### src/rtl/gen_reg_arbiter.sv
// ---------------------------------------------------------------------------
// gen_reg_arbiter
//
// Shares the single access port of the six-entry general register file
// between NREQ requesters. Each requester presents a complete transaction
// (op, access width, index, write data) and holds it until its ack.
// Requesters are granted one at a time in round-robin order. The arbiter
// drives the register-file port and returns a one-cycle ack. The ack carries
// read data, or err when the transaction is rejected.
//
// Ports
//   clk, rst_n    rising-edge clock, asynchronous active-low reset
//   req[NREQ]     per-requester request level
//   we[NREQ]      per-requester op (1 write, 0 read)
//   sel[2*NREQ]   per-requester access width (00 full, 01 high, 10 low, 11 bad)
//   idx, wdata    per-requester register index / write data, packed by requester
//   ack[NREQ]     one-cycle completion pulse, one-hot or zero
//   err           qualifies ack: transaction rejected
//   rdata         read result, valid with the ack of a read
//   busy          high whenever a transaction is in flight
//   rf_*          registered register-file port; rf_rdata returns a cycle after rf_en
// ---------------------------------------------------------------------------
module gen_reg_arbiter #(
    parameter int NREQ   = 3,
    parameter int DATA_W = 20,
    parameter int IDX_W  = 3
) (
    input  logic                   clk,
    input  logic                   rst_n,
    input  logic [NREQ-1:0]        req,
    input  logic [NREQ-1:0]        we,
    input  logic [2*NREQ-1:0]      sel,
    input  logic [IDX_W*NREQ-1:0]  idx,
    input  logic [DATA_W*NREQ-1:0] wdata,
    output logic [NREQ-1:0]        ack,
    output logic                   err,
    output logic [DATA_W-1:0]      rdata,
    output logic                   busy,
    output logic                   rf_en,
    output logic                   rf_we,
    output logic [1:0]             rf_addr_sel,
    output logic [IDX_W-1:0]       rf_addr,
    output logic [DATA_W-1:0]      rf_wdata,
    input  logic [DATA_W-1:0]      rf_rdata
);

    localparam int PTR_W = (NREQ > 1) ? $clog2(NREQ) : 1;
    localparam logic [IDX_W-1:0] MAX_IDX = IDX_W'(5);

    typedef enum logic [1:0] {IDLE, ISSUE, CAPTURE, ACK} state_e;

    state_e             state_q, state_d;
    logic [PTR_W-1:0]   ptr_q, ptr_d;
    logic [PTR_W-1:0]   g_q, g_d;
    logic               err_q, err_d;
    logic               we_q, we_d;
    logic [DATA_W-1:0]  rdata_q, rdata_d;
    logic               rf_en_q, rf_en_d;
    logic               rf_we_q, rf_we_d;
    logic [1:0]         sel_q, sel_d;
    logic [IDX_W-1:0]   addr_q, addr_d;
    logic [DATA_W-1:0]  wdata_q, wdata_d;

    // Round-robin scan: rotate req so the pointer sits at bit 0, take the
    // lowest set bit, then map the offset back to a requester number.
    logic [2*NREQ-1:0]  req_dbl;
    logic [NREQ-1:0]    req_rot;
    logic               found;
    logic [PTR_W-1:0]   off;
    logic [PTR_W:0]     win_sum;
    logic [PTR_W-1:0]   win;
    logic               win_we;
    logic [1:0]         win_sel;
    logic [IDX_W-1:0]   win_idx;
    logic [DATA_W-1:0]  win_wdata;
    logic               win_legal;

    // NOTE: every combinational output gets a default at the top of the block
    // so no path leaves it unassigned; that is what keeps latches out.
    always_comb begin
        req_dbl   = {req, req} >> ptr_q;
        req_rot   = req_dbl[NREQ-1:0];
        found     = 1'b0;
        off       = '0;
        for (int i = 0; i < NREQ; i++) begin
            if (!found && req_rot[i]) begin
                found = 1'b1;
                off   = PTR_W'(i);
            end
        end
        win_sum = {1'b0, ptr_q} + {1'b0, off};
        if (win_sum >= (PTR_W+1)'(NREQ)) begin
            win_sum = win_sum - (PTR_W+1)'(NREQ);
        end
        win = win_sum[PTR_W-1:0];

        win_we    = 1'b0;
        win_sel   = '0;
        win_idx   = '0;
        win_wdata = '0;
        for (int i = 0; i < NREQ; i++) begin
            if (win == PTR_W'(i)) begin
                win_we    = we[i];
                win_sel   = sel[2*i +: 2];
                win_idx   = idx[IDX_W*i +: IDX_W];
                win_wdata = wdata[DATA_W*i +: DATA_W];
            end
        end
        win_legal = (win_idx <= MAX_IDX) && (win_sel != 2'b11);
    end

    // Next-state logic. rf_en/rf_we are computed one cycle early so that the
    // registered strobes are high exactly during ISSUE.
    always_comb begin
        state_d = state_q;
        ptr_d   = ptr_q;
        g_d     = g_q;
        err_d   = err_q;
        we_d    = we_q;
        rdata_d = rdata_q;
        sel_d   = sel_q;
        addr_d  = addr_q;
        wdata_d = wdata_q;
        rf_en_d = 1'b0;
        rf_we_d = 1'b0;
        case (state_q)
            IDLE: begin
                if (found) begin
                    g_d     = win;
                    we_d    = win_we;
                    sel_d   = win_sel;
                    addr_d  = win_idx;
                    wdata_d = win_wdata;
                    if (win_legal) begin
                        state_d = ISSUE;
                        err_d   = 1'b0;
                        rf_en_d = 1'b1;
                        rf_we_d = win_we;
                    end else begin
                        // Rejected: no register-file access, straight to ack.
                        state_d = ACK;
                        err_d   = 1'b1;
                    end
                end
            end
            ISSUE:   state_d = we_q ? ACK : CAPTURE;
            CAPTURE: begin
                rdata_d = rf_rdata;
                state_d = ACK;
            end
            ACK: begin
                // The granted requester drops to lowest priority, error or not.
                ptr_d   = (g_q == PTR_W'(NREQ-1)) ? '0 : g_q + 1'b1;
                state_d = IDLE;
            end
            default: state_d = IDLE;
        endcase
    end

    // NOTE: state registers use non-blocking assignments so every flop samples
    // the pre-edge value of its inputs regardless of statement order.
    always_ff @(posedge clk or negedge rst_n) begin
        if (!rst_n) begin
            state_q <= IDLE;
            ptr_q   <= '0;
            g_q     <= '0;
            err_q   <= 1'b0;
            we_q    <= 1'b0;
            rdata_q <= '0;
            rf_en_q <= 1'b0;
            rf_we_q <= 1'b0;
            sel_q   <= '0;
            addr_q  <= '0;
            wdata_q <= '0;
        end else begin
            state_q <= state_d;
            ptr_q   <= ptr_d;
            g_q     <= g_d;
            err_q   <= err_d;
            we_q    <= we_d;
            rdata_q <= rdata_d;
            rf_en_q <= rf_en_d;
            rf_we_q <= rf_we_d;
            sel_q   <= sel_d;
            addr_q  <= addr_d;
            wdata_q <= wdata_d;
        end
    end

    assign busy        = (state_q != IDLE);
    assign ack         = (state_q == ACK) ? (NREQ'(1) << g_q) : '0;
    assign err         = (state_q == ACK) && err_q;
    assign rdata       = rdata_q;
    assign rf_en       = rf_en_q;
    assign rf_we       = rf_we_q;
    assign rf_addr_sel = sel_q;
    assign rf_addr     = addr_q;
    assign rf_wdata    = wdata_q;

endmodule
### config.mk
export PLATFORM = sky130hd
export DESIGN_NAME = gen_reg_arbiter
export DESIGN_NICKNAME = d
export VERILOG_FILES = /design/src/rtl/gen_reg_arbiter.sv
export SDC_FILE = /design/constraint.sdc
export NUM_CORES = 1
export LEC_CHECK = 0
export ABC_AREA = 1
export BUFFER_PORTS_ARGS = -buffer_cell sky130_fd_sc_hd__buf_2
export CAP_MARGIN = 0
export CORE_ASPECT_RATIO = 0.5
export CORE_MARGIN = 2
export CORE_UTILIZATION = 45
export DETAILED_ROUTE_END_ITERATION = 7
export GPL_TIMING_DRIVEN = 0
export MAX_ROUTING_LAYER = met4
export PLACE_DENSITY = 0.77
export SYNTH_ARGS = -nofsm -noshare
export SYNTH_HDL_FRONTEND = slang
export SYNTH_SLANG_ARGS = --single-unit
export TNS_END_PERCENT = 100
### constraint.sdc
create_clock -name clk -period 3.7 [get_ports clk]
set_clock_uncertainty 0.15 [all_clocks]
set_input_delay 0 -clock clk [delete_from_list [all_inputs] [get_ports clk]]
set_output_delay 0 -clock clk [all_outputs]
set_load 0.1 [all_outputs]
; ---- Word level (Yosys, flattened, before mapping)
; Cells that the tools add are included.
[classes]
n_addsub = 3
n_lt_le_gt_ge = 2
n_eq_ne = 8
n_shift = 2
n_mux = 31
reduce_logical = 10
[op_table]
columns = operator, count
row1 = two-way mux 20 bit, 3
row2 = two-way mux 2 bit, 8
row3 = two-way mux 1 bit, 15
row4 = two-way mux 3 bit, 4
row5 = "equality test 2 bit, second input constant", 4
row6 = one-hot mux 2 bit (4 select lines), 1
row7 = >> shifter 6 x 2 -> 3 bit, 1
row8 = "equality test 2 x 1 -> 1 bit, second input constant", 2
row9 = logical AND 1 bit, 4
row10 = zero test 2 bit, 2
row11 = "!= test 2 bit, second input constant", 2
row12 = adder 2 x 2 -> 3 bit, 1
row13 = ">= comparator 3 x 2 -> 1 bit, second input constant", 1
row14 = "<= comparator 3 bit, second input constant", 1
row15 = "<< shifter 1 x 2 -> 3 bit, first input constant", 1
row16 = "adder 2 x 1 -> 2 bit, second input constant", 1
row17 = zero test 1 bit, 2
row18 = AND reduction 2 bit, 1
row19 = nonzero test 2 bit, 1
row20 = "subtractor 2 bit, second input constant", 1
[word_totals]
register_bits = 55
out_inout_bits = 52
wordCells = 67

; ---- Depth between registers and ports, before layout
; Gate-level depths: netlist of the first run.
[logic_depth]
word_depth = 20
depth_mapped = 24
ltp_nobuf = 23

; ---- Worst setup path before layout of the first run
; No wires, ideal clock.
[synth_path]
kind = register to register
startpoint = reg ptr_q[0]
endpoint = reg wdata_q[15], in the netlist rf_wdata[15]
setup_time_ns = 0.125
arrival_ns = 2.695
path_slack_ns = 0.730
stages_incl_launch_ff = 22
period_less_slack_ns = 2.970
cell_sequence = dfrtp_1 > o21ai_1 > nand2_1 > o21ai_2 > inv_1 > nor2_1 > ha_1 > inv_1 > fa_1 > inv_1 > ha_1 > inv_1 > nand3_1 > nand2_1 > nand2_2 > nand2_1 > inv_2 > buf_4 > nand2_1 > nand2_1 > a21oi_1 > o21ai_1
[synth_between]
elab_chain_len = 15
elab_cells_between_ends = 21
cone_classes = 2 x add/sub / 1 x order compare / 2 x eq/ne / 1 x shift / 9 x mux / 6 x reduce/logical
[synth_rtl]
columns = element, line
row1 = "start, declared", 53  ; logic [PTR_W-1:0] ptr_q, ptr_d;
row2 = "start signal, assigned", 177  ; ptr_q <= ptr_d;
row3 = >> shifter 6 x 2 -> 3 bit, 81  ; req_dbl = {req, req} >> ptr_q;
row4 = two-way mux 1 bit, 86  ; if (!found && req_rot[i]) begin
row5 = zero test 1 bit, 86
row6 = logical AND 1 bit, 86
row7 = two-way mux 1 bit, 86
row8 = zero test 1 bit, 86
row9 = logical AND 1 bit, 86
row10 = two-way mux 2 bit, 86
row11 = adder 2 x 2 -> 3 bit, 91  ; win_sum = {1'b0, ptr_q} + {1'b0, off};
row12 = >= comparator 3 x 2 -> 1 bit / subtractor 2 bit (equally long branches), "92, 93"
row13 = two-way mux 2 bit, 92  ; if (win_sum >= (PTR_W+1)'(NREQ)) begin
row14 = zero test 2 bit, 102  ; if (win == PTR_W'(i)) begin
row15 = two-way mux 20 bit (3 in a row), 102
row16 = "end signal, assigned", 186  ; wdata_q <= wdata_d;
row17 = "end, declared", 62  ; logic [DATA_W-1:0] wdata_q, wdata_d;
; Several ways; a longest one is shown, not always the timed one.
; A chain may end at the register's enable or synchronous reset.

; ---- Worst setup path in the final report of the first run
[layout_path]
startpoint = reg ptr_q[0]
endpoint = reg addr_q[0], in the netlist rf_addr[0]
[layout_between]
elab_chain_len = 15
elab_cells_between_ends = 21
cone_classes = 2 x add/sub / 1 x order compare / 2 x eq/ne / 1 x shift / 9 x mux / 6 x reduce/logical
[layout_rtl]
columns = element, line
row1 = >> shifter 6 x 2 -> 3 bit, 81
row2 = two-way mux 1 bit, 86
row3 = zero test 1 bit, 86
row4 = logical AND 1 bit, 86
row5 = two-way mux 1 bit, 86
row6 = zero test 1 bit, 86
row7 = logical AND 1 bit, 86
row8 = two-way mux 2 bit, 86
row9 = adder 2 x 2 -> 3 bit, 91
row10 = >= comparator 3 x 2 -> 1 bit / subtractor 2 bit (equally long branches), "92, 93"
row11 = two-way mux 2 bit, 92
row12 = zero test 2 bit, 102
row13 = two-way mux 3 bit (3 in a row), 102
row14 = "end signal, assigned", 185  ; addr_q <= addr_d;
row15 = "end, declared", 61  ; logic [IDX_W-1:0] addr_q, addr_d;
; Several ways; a longest one is shown, not always the timed one.

==> summary.md, run 1 <==
| Metric | Value |
|---|---|
| CTS clk-pin slew, worst paths | 70 ps |
| Gp weighted congestion | 0.8022 |
| Status | finished, final reports clean |
| HPWL Detailed | 5.523 mm |
| Global-route wire length before repair | 16.68 mm |
| Largest net degree at the start of global routing | 56 |
| First drt pass iteration count | 5 |
| Vias in the first global route | 3644 |
| Crit Path Class | flip-flop to flip-flop |
| Measured slew at the worst slew-check pin | 1205 ps |
| Worst-Skew Late Latency | 290 ps |
| Hold Crit Class | primary input to flip-flop |
| Final worst slack | 213.4 ps |
| P&R area growth vs syn | 68.29% |
| Final Setup Violations | 0 |
| Max Clk Rate | 286.8 MHz |
| DR iter-0 viols | 240 |
| Startpoint Class | flip-flop |
| Synth Register Bits | 55 |
| Unrepaired setup endpoints after global routing | no |
| Share of cells above drive strength 1 | 33.93% |
| Worst Setup End Kind | flip-flop |
| Synth Net Count | 470 |
| Seq/Total Area, Yosys | 46.89% |
| Routed length per instance | 15.22 um |
| Die Ht | 61.11 um |
| Hold depth | 7 |
| Final max-slew violation count | 0 |
| CTS Buf Count | 5 |
| Synth cell count leaders | nand2_1 (162), dfrtp_1 (55), nand3_1 (31), mux2_2 (20), inv_1 (19) |
| Initial antenna violation count | 0 |
| CP max FO | 10 |
| Nets | 725 |
| Reg2reg path depth | 21 |
| R2R setup slack | 210 ps |
| Die W | 118.2 um |
| Core area | 0.006181 mm^2 |
| EDFF count, synth | 0 |
| Overall routed net length | 10.75 mm |
| Tmin final | 3487 ps |
| Via density | 5.071 |
| Setup Fix Bufs, Post-CTS | 0 |
| Top-area cell type share of the netlist area | 46.89% |
| Tcrit/Tclk final | 94.23% |
| Post-CTS Resized | 0 |
| Port bufs | 154 |
| Distinct cells, synth | 26 |
| Final Hold Viols | 0 |
| Die ar. | 0.007224 mm^2 |
| Rows | 20 |
| Overall Global Routing Usage | 30.76% |
| Main synth FF type | dfrtp_1 |
| Gr ovfl total | 0 |
| Worst slew margin | 19.66% |
| Via Count | 3580 |
| Max_cap viols | 0 |
| CTS tree | yes |
| Number of remaining DRC errors | 0 |
| Worst slack, placed | 354.5 ps |
| Ys async rst share | 100.0% |
| H-tree Lvls | 2 |
| Worst Path Required | 3780 ps |
| CTS max path bufs | 2 |
| Synthesized area | 0.002935 mm^2 |
| IO Pins | 155 |
| Syn Area/Cell | 8.154 um^2 |
| Count leader, synth | nand2_1 |
| CTS Root Cell | clkbuf_16 |
| Hold-fix buffers at CTS | 94 |
| CP Data Arrival Time | 3560 ps |
| Yosys warns | 0 |
| Setup TNS | 0 ps |
| Initial core utilization | 47.49% |
| Gate Count Post-Synth | 360 |
| Clk sink count | 55 |
| Biggest area consumer among synthesized cells | dfrtp_1 |
| Synth top area cells | dfrtp_1 (47%), nand2_1 (21%), mux2_2 (7.7%) |
| Routed Antenna Nets | 0 |
[layer usage]
metal  track usage [%]  up-vias  wire length (um)
met5                 -        -                 0
li1                  -     1657                 -
met2             55.33      224              5344
met1             32.55     1652              3998
met4             14.46        0               378
met3             9.167       47              1027
[critical path, stage by stage (launching register included)]
cell	delay (ps)
dfrtp_1	440
o21ai_1	210
nand2_1	90
o21ai_2	80
inv_1	50
nor2_1	110
ha_1	160
inv_1	50
fa_1	540
inv_1	90
ha_1	220
inv_1	90
nand3_2	90
nand2_1	80
nand2_2	70
buf_6	160
nor2_8	160
buf_4	220
nand2_1	90
nand3_1	100
nand2_1	60
nand2_1	100
[cells in the final DEF, fill, tap and decap left out, types with 2 or more instances in the layout]
cell           count
nor2_1             9
clkbuf_1           2
nand2_1          162
nand3_1           31
a21oi_1            9
o22ai_1            2
dfrtp_1           55
o21ai_0            5
dlygate4sd3_1     94
buf_6              6
o21ai_2            2
inv_1             19
clkbuf_16          5
nand2_2            5
buf_2            158
ha_1               6
mux2_2            20
buf_4              3
o21ai_1            8
inv_2              4
diode_2            2
[path summary, 6_finish.rpt]
path,startpoint,end
min reg2reg,rf_wdata[14],rf_wdata[14]
max reg2reg,ptr_q[0],rf_addr[0]
min in group asynchronous,rst_n,rdata[19]
max,ptr_q[0],rf_addr[0]
max in group asynchronous,rst_n,rf_wdata[1]
min,idx[8],rf_addr[2]
[cells by family after synthesis]
logic type	Yosys count	share of synthesized area (%)
and+or+nand+nor	212	29.92
DFF	55	46.89
buffers and inverters	38	6.948
AOI/OAI and AO/OA	28	5.328
muxes	20	7.673
adders and majority gates	7	3.240
[registers in the layout, indices dropped and copies added (netlist names), 2 cells and up]
signal / count
ptr_q: 2
rf_wdata: 20
rdata: 20
state_q: 2
g_q: 2
rf_addr_sel: 2
rf_addr: 3
[layout make-up]
cell class / count / area, um^2
sequential: 55 / 1376
timing repair buffer: 248 / 1712
fill: 370 / 1241
inverter: 23 / 86.33
tap: 88 / 110.1
multi-input combinational: 267 / 1355
clock buffer: 6 / 138.9
clock inverter: 2 / 38.79
antenna: 2 / 5.005
buffer: 15 / 117.6
[metrics by stage]
step	cells	hold WS (ps)	cell area (um^2)	utilization, %
floorplan	360	-445.6	2935	-
global placement	602	81.92	3816	61.74
detailed placement	602	87.95	3816	61.74
CTS	704	2.493	4935	79.84
global route	704	58.60	4935	79.84
finish	706	1.726	4940	79.92
Power of run 1 is left out: the tool's default activity adds up to more than one toggle a clock period on the data nets, which glitch-free logic cannot reach.
==> inputs of run 2 (changes only) <==
--- a/config.mk
+++ b/config.mk
@@ -5,7 +5,6 @@
 export SDC_FILE = /design/constraint.sdc
 export NUM_CORES = 1
 export LEC_CHECK = 0
-export ABC_AREA = 1
 export BUFFER_PORTS_ARGS = -buffer_cell sky130_fd_sc_hd__buf_2
 export CAP_MARGIN = 0
 export CORE_ASPECT_RATIO = 0.5
@@ -14,7 +13,7 @@
 export DETAILED_ROUTE_END_ITERATION = 7
 export GPL_TIMING_DRIVEN = 0
 export MAX_ROUTING_LAYER = met4
-export PLACE_DENSITY = 0.77
+export PLACE_DENSITY = 0.78
 export SYNTH_ARGS = -nofsm -noshare
 export SYNTH_HDL_FRONTEND = slang
 export SYNTH_SLANG_ARGS = --single-unit
==> summary.md, run 2 <==
| Metric | Value |
|---|---|
| Status | finished, final reports clean |
| HPWL Detailed | 5.475 mm |
| Port bufs | 154 |
| Antenna Diode Count | 0 |
| Commonest cells after routing, fill and taps aside | buf_2 (155), dlygate4sd3_1 (71), dfrtp_1 (55) |
| H-tree Lvls | 2 |
| Fin util | 77.87% |
| Overall Global Routing Usage | 27.23% |
| Top-area cell type share of the netlist area | 48.27% |
| Cell area after layout | 0.004755 mm^2 |
| Seq/Total Area, Yosys | 48.27% |
| Syn Area/Cell | 10.01 um^2 |
| Via density | 5.300 |
| Worst Setup End Kind | flip-flop |
| Synth Register Bits | 55 |
| Max Clk Rate | 271.8 MHz |
| Gp weighted congestion | 0.8062 |
| Worst-Skew Late Latency | 290 ps |
| Number of remaining DRC errors | 0 |
| Most common cell after layout, fill and taps aside | buf_2 |
| Routed Antenna Nets | 0 |
| Final max-slew violation count | 0 |
| Post-Layout Cell Count | 613 |
| Count leader, synth | dfrtp_1 |
| Rows | 20 |
| Ys async rst share | 100.0% |
| Global-route wire length before repair | 14.11 mm |
| Initial antenna violation count | 0 |
| Clk sink count | 55 |
| Synth top area cells | dfrtp_1 (48%), mux2i_1 (9.1%), mux2_2 (8.3%) |
| Gate Count Post-Synth | 285 |
| Core area | 0.006106 mm^2 |
| Die Ht | 60.29 um |
| CP Data Arrival Time | 3710 ps |
| Largest net degree at the start of global routing | 56 |
| Tcrit/Tclk final | 99.44% |
| Vias in the first global route | 3043 |
| Tmin final | 3679 ps |
| Placed Cells | 527 |
| Hold Crit Class | primary input to flip-flop |
| Worst slew margin | 63.78% |
| Distinct cells, synth | 33 |
| Measured slew at the worst slew-check pin | 543.2 ps |
| Gr ovfl total | 0 |
| DR iter-0 viols | 264 |
| Main synth FF type | dfrtp_1 |
| Share of cells above drive strength 1 | 39.43% |
| Post-DP Area | 0.003732 mm^2 |
| Nets | 635 |
| Synth cell count leaders | dfrtp_1 (55), nand2_1 (33), o21ai_0 (31), nor2_1 (30), mux2i_1 (26) |
| CTS Root Cell | clkbuf_16 |
| Synthesized area | 0.002851 mm^2 |
| Routed length per instance | 16.84 um |
| Crit Path Class | flip-flop to flip-flop |
| Via Count | 3249 |
| P&R area growth vs syn | 66.74% |
| Final Hold Viols | 0 |
| IO Pins | 155 |
| First drt pass iteration count | 5 |
| EDFF count, synth | 0 |
| CP max FO | 10 |
| R2R setup slack | 20 ps |
| Final Setup Violations | 0 |
| Synth Net Count | 395 |
| Startpoint Class | flip-flop |
| Max_cap viols | 0 |
| Worst hold slack | 0.03958 ps |
| Overall routed net length | 10.32 mm |
| Die W | 116.6 um |
| CTS max path bufs | 2 |
| CTS clk-pin slew, worst paths | 70 ps |
| Biggest area consumer among synthesized cells | dfrtp_1 |
| Filler cell count | 391 |
| Worst Path Required | 3730 ps |
| Yosys warns | 0 |
| CTS tree | yes |
| CTS Buf Count | 5 |
| Initial core utilization | 46.70% |
| Die ar. | 0.007028 mm^2 |
==> run 2: cell count changes in the layout (fill, tap and decap cells not counted), sizes merged, moves of 16 or more <==
cell / previous run / this run
nand3: 32 / 2
dlygate4sd3: 94 / 71
nand2: 167 / 33
o21ai: 15 / 33
inv: 24 / 8
mux2i: 0 / 27
nor2: 11 / 30
a21oi: 9 / 25
==> run 2: timing repair <==
action	in CTS	in global routing
hold buffers	71	0
endpoints found under the setup margin	6	30
gates cloned	0	1
setup buffers	1	5
pin swaps	0	1
resized for setup	0	15
endpoints found under the hold margin	102	0
==> run 2: path summary, 6_finish.rpt <==
| path | cells after the start | startpoint | endpoint |
|---|---|---|---|
| worst max-delay path | 14 | ptr_q[1] | rf_addr_sel[0] |
| worst min-delay path | 5 | wdata[35] | rf_wdata[15] |
| worst max register to register | 14 | ptr_q[1] | rf_addr_sel[0] |
| worst min register to register | 2 | rf_wdata[13] | rf_wdata[13] |
| max in group asynchronous | 3 | rst_n | ptr_q[1] |
| min in group asynchronous | 2 | rst_n | rf_addr_sel[0] |
==> run 2: worst max-delay path: stages, from the launching register on <==
cell and delay, ps:
dfrtp_1 400, buf_4 140, xor2_1 150, nor3b_1 210, o21ai_1 100, o41a_1 120
fa_2 550, inv_1 50, ha_2 190, nor3b_1 320, nor2_1 110, a21oi_1 200
clkbuf_1 410, a31oi_1 180, o21ai_0 280
==> run 2: routing by layer <==
metal,track usage [%],vias up,share of wire (%)
met4,11.43,0,4.8
met5,-,-,0
met3,5.172,62,7.1
met2,50.42,200,51
met1,29.30,1525,37
li1,-,1462,-
==> run 2: layout make-up <==
| class | instances | area [um^2] | share of cell area, % |
|---|---|---|---|
| repair buffers | 233 | 1588 | 33.39 |
| well taps | 88 | 110.1 | 2.316 |
| plain buffers | 16 | 95.09 | 2.000 |
| multi-input cells | 206 | 1393 | 29.29 |
| inverters | 8 | 30.03 | 0.6316 |
| clock inverters | 2 | 37.54 | 0.7895 |
| clock buffers | 5 | 125.1 | 2.632 |
| flip-flops and latches | 55 | 1376 | 28.95 |
==> run 2: logic make-up after synthesis <==
group	count (synthesis)	share of synthesized area (%)
multiplexers	48	18.21
XOR/XNOR	1	0.3072
flip-flops	55	48.27
adder cells (fa/ha/maj)	7	3.335
buffers and inverters	24	4.037
AO/OA/AOI/OAI	69	13.16
AND/OR/NAND/NOR	81	12.68
==> run 2: through the flow <==
stage          setup slack (ps)  setup TNS [ps]
2_1_floorplan             394.7               0
3_3_place_gp              67.24               0
3_5_place_dp             -13.67          -27.23
4_1_cts                   53.44               0
5_1_grt                  -172.6           -1315
6_report                  20.75               0
Power of run 2 is left out for the same reason.
